$ cat config.mk
export PLATFORM = sky130hd
export DESIGN_NAME = mcycle_muldiv
export DESIGN_NICKNAME = d
export VERILOG_FILES = /design/src/rtl/mcycle_muldiv.sv
export SDC_FILE = /design/constraint.sdc
export NUM_CORES = 1
export LEC_CHECK = 0
export BUFFER_PORTS_ARGS = -buffer_cell sky130_fd_sc_hd__buf_2
export CAP_MARGIN = 20
export CORE_UTILIZATION = 51
export CTS_BUF_LIST = sky130_fd_sc_hd__clkbuf_8
export DETAILED_ROUTE_END_ITERATION = 10
export PLACE_DENSITY_LB_ADDON = 0.2
export SLEW_MARGIN = 20
export SYNTH_ARGS = -nofsm -noshare
export SYNTH_HDL_FRONTEND = slang
export SYNTH_SLANG_ARGS = --single-unit
$ cat constraint.sdc
create_clock -name CLK -period 7.21 [get_ports CLK]
set_clock_uncertainty 0.1 [all_clocks]
set_input_delay 1.0815 -clock CLK [delete_from_list [all_inputs] [get_ports CLK]]
set_output_delay 1.0815 -clock CLK [all_outputs]
set_load 0.05 [all_outputs]
$ cat src/rtl/mcycle_muldiv.sv
// Multi-cycle multiply/divide unit: signed/unsigned shift-add multiply with a
// double-width product, and restoring divide giving quotient and remainder.
// Optional feature macro: MCYCLE_EARLY_OUT_EN lets zero-operand multiplies
// and divide-by-zero skip the iteration phase.
module mcycle_muldiv #(
  parameter int unsigned WIDTH = 32,
  parameter int unsigned TAG_W = 4
) (
  input  logic             CLK,
  input  logic             Reset,
  input  logic             Start,
  input  logic [1:0]       Op,
  input  logic [WIDTH-1:0] Operand1,
  input  logic [WIDTH-1:0] Operand2,
  input  logic [TAG_W-1:0] TagIn,
  output logic [WIDTH-1:0] Result,
  output logic [WIDTH-1:0] ResultHi,
  output logic             Busy,
  output logic             Done,
  output logic [TAG_W-1:0] TagOut,
  output logic             DivByZero
);

  localparam int unsigned CW = $clog2(WIDTH);
  localparam logic [CW-1:0] CntLast = CW'(WIDTH - 1);

  typedef enum logic [1:0] {StIdle, StRun, StDone} state_e;

  state_e state_q, state_d;
  logic [CW-1:0] cnt_q, cnt_d;
  logic start_accept, finish, early;

  // Operation context captured at Start
  logic is_div_q, neg_res_q, neg_rem_q, dbz_q;
  // hi_q: product high / partial remainder; lo_q: multiplier / dividend->quotient
  logic [WIDTH-1:0] hi_q, lo_q, opb_q;
  logic [WIDTH-1:0] result_q, result_hi_q;
  logic [TAG_W-1:0] tag_q;
  logic dbz_out_q;

  // Capture-side decode
  logic in_div, in_sgn, in_dbz, a_neg, b_neg;
  logic [WIDTH-1:0] a_mag, b_mag;

  // Iteration and sign fix-up
  logic [WIDTH:0] mul_sum, div_shift, div_diff;
  logic div_ok;
  logic [WIDTH-1:0] iter_hi, iter_lo, fix_hi, fix_lo;
  logic [2*WIDTH-1:0] prod, prod_neg;

  assign in_div = Op[1];
  assign in_sgn = Op[0];
  assign in_dbz = in_div && (Operand2 == '0);

`ifdef MCYCLE_EARLY_OUT_EN
  assign early = in_div ? in_dbz : ((Operand1 == '0) || (Operand2 == '0));
`else
  assign early = 1'b0;
`endif

  // Magnitudes and signs; divide-by-zero keeps the raw dividend so it comes out unmodified
  always_comb begin
    a_neg = in_sgn && !in_dbz && Operand1[WIDTH-1];
    b_neg = in_sgn && !in_dbz && Operand2[WIDTH-1];
    a_mag = a_neg ? -Operand1 : Operand1;
    b_mag = b_neg ? -Operand2 : Operand2;
  end

  // One multiply or restoring-divide step, plus the fix-up applied on the last step
  always_comb begin
    mul_sum   = {1'b0, hi_q} + (lo_q[0] ? {1'b0, opb_q} : '0);
    div_shift = {hi_q, lo_q[WIDTH-1]};
    div_diff  = div_shift - {1'b0, opb_q};
    div_ok    = ~div_diff[WIDTH];
    if (is_div_q) begin
      iter_hi = div_ok ? div_diff[WIDTH-1:0] : div_shift[WIDTH-1:0];
      iter_lo = {lo_q[WIDTH-2:0], div_ok};
    end else begin
      iter_hi = mul_sum[WIDTH:1];
      iter_lo = {mul_sum[0], lo_q[WIDTH-1:1]};
    end
    prod     = {iter_hi, iter_lo};
    prod_neg = -prod;
    if (is_div_q) begin
      fix_lo = neg_res_q ? -iter_lo : iter_lo;
      fix_hi = neg_rem_q ? -iter_hi : iter_hi;
    end else begin
      fix_lo = neg_res_q ? prod_neg[WIDTH-1:0] : iter_lo;
      fix_hi = neg_res_q ? prod_neg[2*WIDTH-1:WIDTH] : iter_hi;
    end
  end

  // Next-state logic; DONE accepts a new Start just like IDLE
  always_comb begin
    state_d      = state_q;
    cnt_d        = cnt_q;
    start_accept = 1'b0;
    finish       = 1'b0;
    unique case (state_q)
      StIdle, StDone: begin
        state_d = StIdle;
        if (Start) begin
          start_accept = 1'b1;
          cnt_d        = '0;
          state_d      = early ? StDone : StRun;
        end
      end
      StRun: begin
        cnt_d = cnt_q + 1'b1;
        if (cnt_q == CntLast) begin
          finish  = 1'b1;
          state_d = StDone;
        end
      end
      default: state_d = StIdle;
    endcase
  end

  // State register
  always_ff @(posedge CLK or posedge Reset) begin
    if (Reset) begin
      state_q <= StIdle;
      cnt_q   <= '0;
    end else begin
      state_q <= state_d;
      cnt_q   <= cnt_d;
    end
  end

  // Datapath: capture on Start, iterate in RUN, latch fixed-up results on the last step
  always_ff @(posedge CLK or posedge Reset) begin
    if (Reset) begin
      is_div_q    <= 1'b0;
      neg_res_q   <= 1'b0;
      neg_rem_q   <= 1'b0;
      dbz_q       <= 1'b0;
      hi_q        <= '0;
      lo_q        <= '0;
      opb_q       <= '0;
      result_q    <= '0;
      result_hi_q <= '0;
      tag_q       <= '0;
      dbz_out_q   <= 1'b0;
    end else if (start_accept) begin
      is_div_q  <= in_div;
      neg_res_q <= a_neg ^ b_neg;
      neg_rem_q <= a_neg && in_div;
      dbz_q     <= in_dbz;
      hi_q      <= '0;
      lo_q      <= in_div ? a_mag : b_mag;
      opb_q     <= in_div ? b_mag : a_mag;
      tag_q     <= TagIn;
      dbz_out_q <= 1'b0;
      if (early) begin
        result_q    <= in_dbz ? '1 : '0;
        result_hi_q <= in_dbz ? Operand1 : '0;
        dbz_out_q   <= in_dbz;
      end
    end else if (state_q == StRun) begin
      hi_q <= iter_hi;
      lo_q <= iter_lo;
      if (finish) begin
        result_q    <= fix_lo;
        result_hi_q <= fix_hi;
        dbz_out_q   <= dbz_q;
      end
    end
  end

  assign Busy      = (state_q == StRun);
  assign Done      = (state_q == StDone);
  assign Result    = result_q;
  assign ResultHi  = result_hi_q;
  assign TagOut    = tag_q;
  assign DivByZero = dbz_out_q;

endmodule
==> results of run 1 <==
-- registers in the layout, indices dropped and copies added, names as in the netlist, 2 cells and up --
register / flops
ResultHi: 32
Result: 32
hi_q: 32
lo_q: 32
opb_q: 32
cnt_q: 5
TagOut: 4
state_q: 2
-- worst max-delay path, delay by kind of cell, from the launching register on --
kind	cells	cell delay, ps
buf+inv	3	340
simple gates	10	2850
compound gates	7	1410
xor+xnor	1	160
flops	1	460
fa+ha+maj	3	760
-- routing by layer --
metal,global-route usage [%],vias up
met2,50.43,750
met3,9.508,81
met4,11.49,0
li1,-,7220
met5,0,-
met1,50.69,7234
-- logic make-up (layout without fill, tap and decap cells) --
logic type / count (synthesis) / after routing
muxes: 47 / 47
buffers and inverters: 170 / 266
and+or+nand+nor: 705 / 705
other: 0 / 1
adders and majority gates: 72 / 72
AOI/OAI and AO/OA: 616 / 616
xor gates and xnor gates: 159 / 159
DFF: 176 / 176
-- area by class of cell --
class | count | area [µm²] | share of cell area [%]
Antenna cell | 1 | 2.502 | 0.01501
Clock buffer | 18 | 247.7 | 1.486
Clock inverter | 14 | 163.9 | 0.9834
Inverter | 61 | 234.0 | 1.404
Multi-Input combinational cell | 1599 | 10190 | 61.14
Sequential cell | 176 | 4408 | 26.45
Tap cell | 384 | 480.5 | 2.883
Timing Repair Buffer | 173 | 940.9 | 5.645
-- final timing paths --
check,startpoint,end,slack [ps],depth (start not counted)
worst max-delay path,lo_q[31]$_DFFE_PP0P_,ResultHi[12]$_DFFE_PP0P_,980,24
min in group asynchronous,Reset,Result[24]$_DFFE_PP0P_,610,2
worst min register to register,TagOut[1]$_DFFE_PP0P_,TagOut[1]$_DFFE_PP0P_,380,2
worst max register to register,lo_q[31]$_DFFE_PP0P_,ResultHi[12]$_DFFE_PP0P_,980,24
max in group asynchronous,Reset,hi_q[5]$_DFFE_PP0P_,5080,3
worst min-delay path,TagOut[1]$_DFFE_PP0P_,TagOut[1]$_DFFE_PP0P_,380,2
-- cell usage in the layout (no fill, tap or decap), types with 11 or more instances in the layout --
| cell | n |
|---|---|
| nand2_1 | 295 |
| o21ai_0 | 182 |
| dfrtp_1 | 175 |
| buf_2 | 143 |
| nor2_1 | 141 |
| xnor2_1 | 117 |
| a21oi_1 | 111 |
| ha_1 | 70 |
| inv_1 | 57 |
| nor3_1 | 48 |
| o211ai_1 | 44 |
| xor2_1 | 42 |
| and2_1 | 39 |
| mux2i_1 | 38 |
| nand3_1 | 34 |
| a21o_1 | 33 |
| a31oi_1 | 31 |
| buf_4 | 30 |
| o31ai_1 | 27 |
| nand4_1 | 21 |
| o221ai_1 | 21 |
| a211oi_1 | 18 |
| nor2b_1 | 18 |
| clkbuf_8 | 18 |
| a22o_1 | 17 |
| nand2b_1 | 16 |
| or3_1 | 16 |
| or4_1 | 14 |
| o21a_1 | 13 |
| o41ai_1 | 13 |
| and3_1 | 12 |
| o21ai_1 | 11 |
-- metrics by stage --
| step | hold WS [ps] | util (%) | instances | setup WS (ps) | area, µm² |
|---|---|---|---|---|---|
| 6_report | 381.0 | 57.29 | 2426 | 981.7 | 16670 |
| 5_1_grt | 404.5 | 57.29 | 2425 | 523.6 | 16660 |
| 4_1_cts | 384.0 | 57.29 | 2425 | 1090 | 16660 |
| 3_5_place_dp | 357.5 | 55.87 | 2393 | 1131 | 16250 |
| 3_3_place_gp | 352.9 | 55.87 | 2393 | 1317 | 16250 |
| 2_1_floorplan | 349.0 | - | 1945 | 1255 | 15240 |
-- Yosys cell counts, types with 12 or more instances --
cell	instances	area, µm²
a211oi_1	18	135.1
a21o_1	33	247.7
a21oi_1	111	555.5
a22o_1	17	148.9
a31oi_1	31	193.9
and2_1	39	244.0
and3_1	12	75.07
buf_1	12	45.04
clkbuf_1	82	307.8
dfrtp_1	176	4404
ha_1	70	875.8
inv_1	58	217.7
mux2i_1	38	380.4
nand2_1	296	1111
nand2b_1	16	100.1
nand3_1	34	170.2
nand4_1	21	131.4
nor2_1	143	536.8
nor2b_1	19	118.9
nor3_1	48	240.2
o211ai_1	44	330.3
o21a_1	13	97.59
o21ai_0	182	910.9
o221ai_1	21	183.9
o31ai_1	27	202.7
o41ai_1	13	113.9
or3_1	16	100.1
or4_1	14	105.1
xnor2_1	117	1025
xor2_1	42	367.9
==> impl_results.md, run 1 <==
* Initial DRC Count at 1777
* Share of cells above drive strength 1 at approximately an eighth
* Worst Setup End Kind: flip-flop
* Max Cap Violations at 0
* CP arrival at about 6500 ps
* WL met2 at 22.33 mm
* Post CTS Setup Buffer Count at 0
* Largest net degree at the start of global routing at between 100 and 150
* Total Routing Usage GR at between 30% and 40%
* Kind of start point of the critical path: flip-flop
* Critical path class: flip-flop to flip-flop
* Gpl congestion at 0.9978
* CTS Hold Bufs at 0
* Fraction of synthesized area in multiplexers at about 3.2%
* Synth warn at 0
* Initial core utilization at 52.40%
* Wire length per cell at 22.05 µm
* Slowest cell on crit path: or4_1
* Ys async rst share at 100.0%
* CTS Sinks at roughly 180
* Post-Synth Adder-Cell Area at 6.008%
* Post-Synth Simple-Gate Area at a little over a fifth
* Layout area overhead at 9.341%
* Crit path required time at 7450 ps
* Mapped cell area at 0.01524 mm²
* Clock Root Buffer: clkbuf_8
* Tmin final at 6228 ps
* Antenna violations before repair at 1
* DIE WIDTH at 174.9 µm
* Post-synthesis register bit count at ~180
* H-tree levels at 4
* Final wirelength at around 53 mm
* Die ar. at 0.03058 mm²
* Post-DRT Antenna Nets at 0
* Post-synth top flop: dfrtp_1
* Synth Area in Compound Gates at 26.62%
* Post-synth EDFFs at 0
* Met3 WL at 5.528 mm
* Gate Count Post-Synth at ~2000
* Slew Limit Fails at 0
* Final worst path period share at about 86%
* Vias in the first global route at 14080
* Syn Nets at 2090
* Sequential area share after synthesis at 28.89%
* Fmax at approximately 160 MHz
* Final Hold Vio Count at 0
* # IOs at 144
* HPWL after DPL at just over 40 mm
* DR DRC count at 0
* CORE AREA at 0.02909 mm²
* Max incr delay on CP at about 930 ps
* Final nets at 2173
* Port bufs at 143
* Worst Tran Pin Value at 1130 ps
* Post-cts resize count at 0
* CP Max Fanout at 17
* CTS clk-pin slew, worst paths at 130 ps
* Worst skew pair latency at ~510 ps
* Status: complete, no violations
* Total number of vias at between 15000 and 20000
* RSZ-0062 raised after global routing: no
* Worst hold path type: flip-flop to flip-flop
* Max Buffers Root-to-Sink at 2
* Fill count at around 2800
* Slew HR at 23.62%
* Top routing layer used: met4
* Post-synthesis xor/xnor area fraction at 9.136%
* Setup_tns at 0 ps
* Via/cell ratio at 6.300
* Most frequent cell on the critical path: o21ai_0
* CTS tree: built
* Final setup viols at 0
* Rows at 62
* Die height at 174.9 µm
* Largest family of logic cells by synthesized area: compound AO/OA/AOI/OAI gates
* Sequence of cells on the critical path: inv_1 > ha_1 > inv_1 > fa_1 > a21oi_1 > nand4b_1 > nand2_2 > a22oi_2 > a211oi_2 > or4_1 > a31oi_2 > buf_4 > ha_1 > o21ai_0 > nor2_1 > nand3_1 > or3_1 > or3_1 > nand2_1 > and3_1 > nand4_1 > o21ai_0 > xor2_1 > o21ai_0
* Total CTS buffers at 17
* Synth unique cells at between 90 and 100
* First-pass GRT wire length at 82.21 mm
* Grt ovf at 0
* Wl on met1 at between 20 and 25 mm
* Post-Synthesis Mean Instance Area at ~7.8 µm²
* TritonRoute pass-1 iters at 6
Power of run 1 is not shown: default switching activity piles up to over one toggle a cycle in this logic, so the estimate is an artifact.
==> inputs of run 2 (changes only) <==
--- a/config.mk
+++ b/config.mk
@@ -7,6 +7,7 @@
 export LEC_CHECK = 0
 export BUFFER_PORTS_ARGS = -buffer_cell sky130_fd_sc_hd__buf_2
 export CAP_MARGIN = 20
+export CORE_ASPECT_RATIO = 0.9
 export CORE_UTILIZATION = 51
 export CTS_BUF_LIST = sky130_fd_sc_hd__clkbuf_8
 export DETAILED_ROUTE_END_ITERATION = 10
==> run 2 against run 1 <==
  * Flip-flop and latch count unchanged
  * First-iteration DRC count increased by 4.3%
  * Design area increased by 0.16%
  * Count of clock-buffer cells in the layout decreased by 1
  * Register-to-register slack improved by 70 ps
  * Global-route usage decreased by 0.39 points
  * Fmax increased by 1.1%
  * Critical path depth unchanged
  * Sequential share of layout area about the same
  * Core utilization about the same
  * Largest cell class unchanged
==> impl_results.md, run 2 (synthesis results as in run 1) <==
* Non-filler cells, final at 2435 (+0.37%)
* Tmin final at 6160 ps (-67.88 ps)
* DR DRC count at 0 (unchanged)
* TritonRoute pass-1 iters at 8 (+2)
* Max Cap Violations at 0 (unchanged)
* Final wirelength at 53.05 mm (-0.81%)
* Post-DRT Antenna Nets at 0 (unchanged)
* Layout area overhead at 9.513%
* Crit path required time at 7470 ps (+20 ps)
* Fmax at 162.3 MHz (+1.1%)
* Post CTS Setup Buffer Count at 0 (unchanged)
* Finished Cell Area at 0.01669 mm² (+0.16%)
* Gpl congestion at 1.011 (+1.3%)
* Final worst path period share at 85.44% (-0.94 points)
* # IOs at 144 (unchanged)
* Worst Tran Pin Value at 1024 ps (-105.3 ps)
* RR Endpoint: ResultHi[12]$_DFFE_PP0P_
* DIE WIDTH at 184.2 µm (+5.3%)
* CP arrival at 6420 ps (-50 ps)
* FF-to-FF path depth at 24 (unchanged)
* Vias in the first global route at 13680 (-2.8%)
* Wire length per cell at 21.79 µm (-1.2%)
* CTS tree: built
* Critical Path Stages at 24 (unchanged)
* Final Hold Vio Count at 0 (unchanged)
* Kind of start point of the critical path: flip-flop
* Rows at 59 (-4.8%)
* Post-cts resize count at 0 (unchanged)
* Max incr delay on CP at 900 ps (-30 ps)
* Clock Root Buffer: clkbuf_8
* Cell count after placement at 2402 (+0.38%)
* Slowest cell on crit path: or4_1
* Share of cells above drive strength 1 at 12.71% (-0.079 points)
* Setup crit end: ResultHi[12]$_DFFE_PP0P_
* Largest net degree at the start of global routing at 108 (+0.93%)
* CTS clk-pin slew, worst paths at 110 ps (-20 ps)
* Worst Setup End Kind: flip-flop
* Commonest non-fill, non-tap cell in the layout: nand2_1
* CTS Sinks at 176 (unchanged)
* Slew Limit Fails at 0 (unchanged)
* CP Launch Point: lo_q[31]$_DFFE_PP0P_
* Status: complete, no violations
* Fill count at 2768 (-2.1%)
* Final nets at 2170 (-0.14%)
* HPWL after DPL at 41.01 mm (-0.41%)
* Final setup viols at 0 (unchanged)
* H-tree levels at 4 (unchanged)
* Initial core utilization at 52.28% (-0.12 points)
* CP Max Fanout at 17 (unchanged)
* Sequence of cells on the critical path: inv_1 > ha_1 > inv_1 > fa_1 > a21oi_1 > nand4b_1 > nand2_2 > a22oi_2 > a211oi_2 > or4_1 > a31oi_2 > buf_4 > ha_1 > o21ai_0 > nor2_1 > nand3_1 > or3_1 > or3_1 > nand2_1 > and3_1 > nand4_1 > o21ai_0 > xor2_1 > o21ai_0
* Worst skew pair latency at 510 ps (about the same)
* CORE AREA at 0.02916 mm² (+0.24%)
* Total number of vias at 15450 (+1.1%)
* Total CTS buffers at 17 (unchanged)
* Max Buffers Root-to-Sink at 2 (unchanged)
* Via/cell ratio at 6.344 (+0.69%)
* Crit path buffers/inverters at 3 (unchanged)
* Delay-heaviest family, CP: simple AND/OR/NAND/NOR gates
* Worst hold path type: flip-flop to flip-flop
* RSZ-0062 raised after global routing: no
* Initial DRC Count at 1853 (+4.3%)
* Commonest non-fill, non-tap cells in the layout: 295 x nand2_1, 182 x o21ai_0, 175 x dfrtp_1
* CTS Hold Bufs at 0 (unchanged)
* Antenna violations before repair at 2 (+1)
* Total Routing Usage GR at 34.76% (-0.39 points)
* Setup_tns at 0 ps (unchanged)
* RR Startpoint: lo_q[31]$_DFFE_PP0P_
* Critical path class: flip-flop to flip-flop
* DP Area at 0.01625 mm² (about the same)
* Die height at 166.0 µm (-5.1%)
* Slew HR at 31.63% (+8.0 points)
* Most frequent cell on the critical path: o21ai_0
* Grt ovf at 0 (unchanged)
* Register-to-Register Setup Slack at 1050 ps (+70 ps)
* Die ar. at 0.03058 mm² (about the same)
* Port bufs at 143 (unchanged)
* First-pass GRT wire length at 80.77 mm (-1.7%)
-- run 2: cell count changes in the layout (fill, tap and decap cells not counted), sizes merged --
cell and change:
clkinv +5, buf -3, inv -2, bufinv -1
clkbuf -1, clkinvlp -1
-- run 2: tightest hold or removal path: cells and delay by family, from the launching register on --
| kind | cells | cell delay, ps |
|---|---|---|
| compound gates | 1 | 50 |
| simple gates | 1 | 40 |
| flops | 1 | 360 |
-- run 2: how the worst min path moves through the flow --
| stage | endpoint | depth (start not counted) | startpoint | slack [ps] |
|---|---|---|---|---|
| final | ResultHi[25]$_DFFE_PP0P_ | 2 | ResultHi[25]$_DFFE_PP0P_ | 380 |
| after global placement | TagOut[1]$_DFFE_PP0P_ | 2 | TagOut[1]$_DFFE_PP0P_ | 350 |
| after global routing | Result[7]$_DFFE_PP0P_ | 2 | Result[7]$_DFFE_PP0P_ | 410 |
| after detailed placement | TagOut[3]$_DFFE_PP0P_ | 2 | TagOut[3]$_DFFE_PP0P_ | 360 |
| after floorplan | cnt_q[3]$_DFFE_PP0P_ | 1 | cnt_q[3]$_DFFE_PP0P_ | 350 |
| after CTS | TagOut[1]$_DFFE_PP0P_ | 2 | TagOut[1]$_DFFE_PP0P_ | 380 |
-- run 2: stage by stage --
stage / utilization, % / hold slack, ps / worst slack, ps
2_1_floorplan: - / 349.0 / 1255
3_3_place_gp: 55.73 / 352.8 / 1279
3_5_place_dp: 55.73 / 356.4 / 1180
4_1_cts: 57.24 / 384.5 / 1162
5_1_grt: 57.24 / 409.2 / 797.4
6_report: 57.25 / 382.7 / 1050
-- run 2: routing by layer --
layer / wire length, µm / global-route usage, % / part of all wire, % / vias up
met5: 0 / 0 / 0 / -
met4: 967 / 8.370 / 1.8 / 0
met3: 7051 / 11.47 / 13 / 62
met2: 20900 / 46.79 / 39 / 913
met1: 24130 / 52.57 / 45 / 7250
li1: - / - / - / 7223
-- run 2: final cells by class --
class / count / area (µm²) / share of cell area, %
Antenna cell: 1 / 2.502 / 0.01499
Sequential cell: 176 / 4408 / 26.41
Multi-Input combinational cell: 1599 / 10190 / 61.06
Clock buffer: 17 / 234.0 / 1.402
Inverter: 61 / 234.0 / 1.402
Timing Repair Buffer: 170 / 920.9 / 5.516
Tap cell: 396 / 495.5 / 2.968
Clock inverter: 15 / 206.4 / 1.237
Power of run 2 is left out for the same reason.
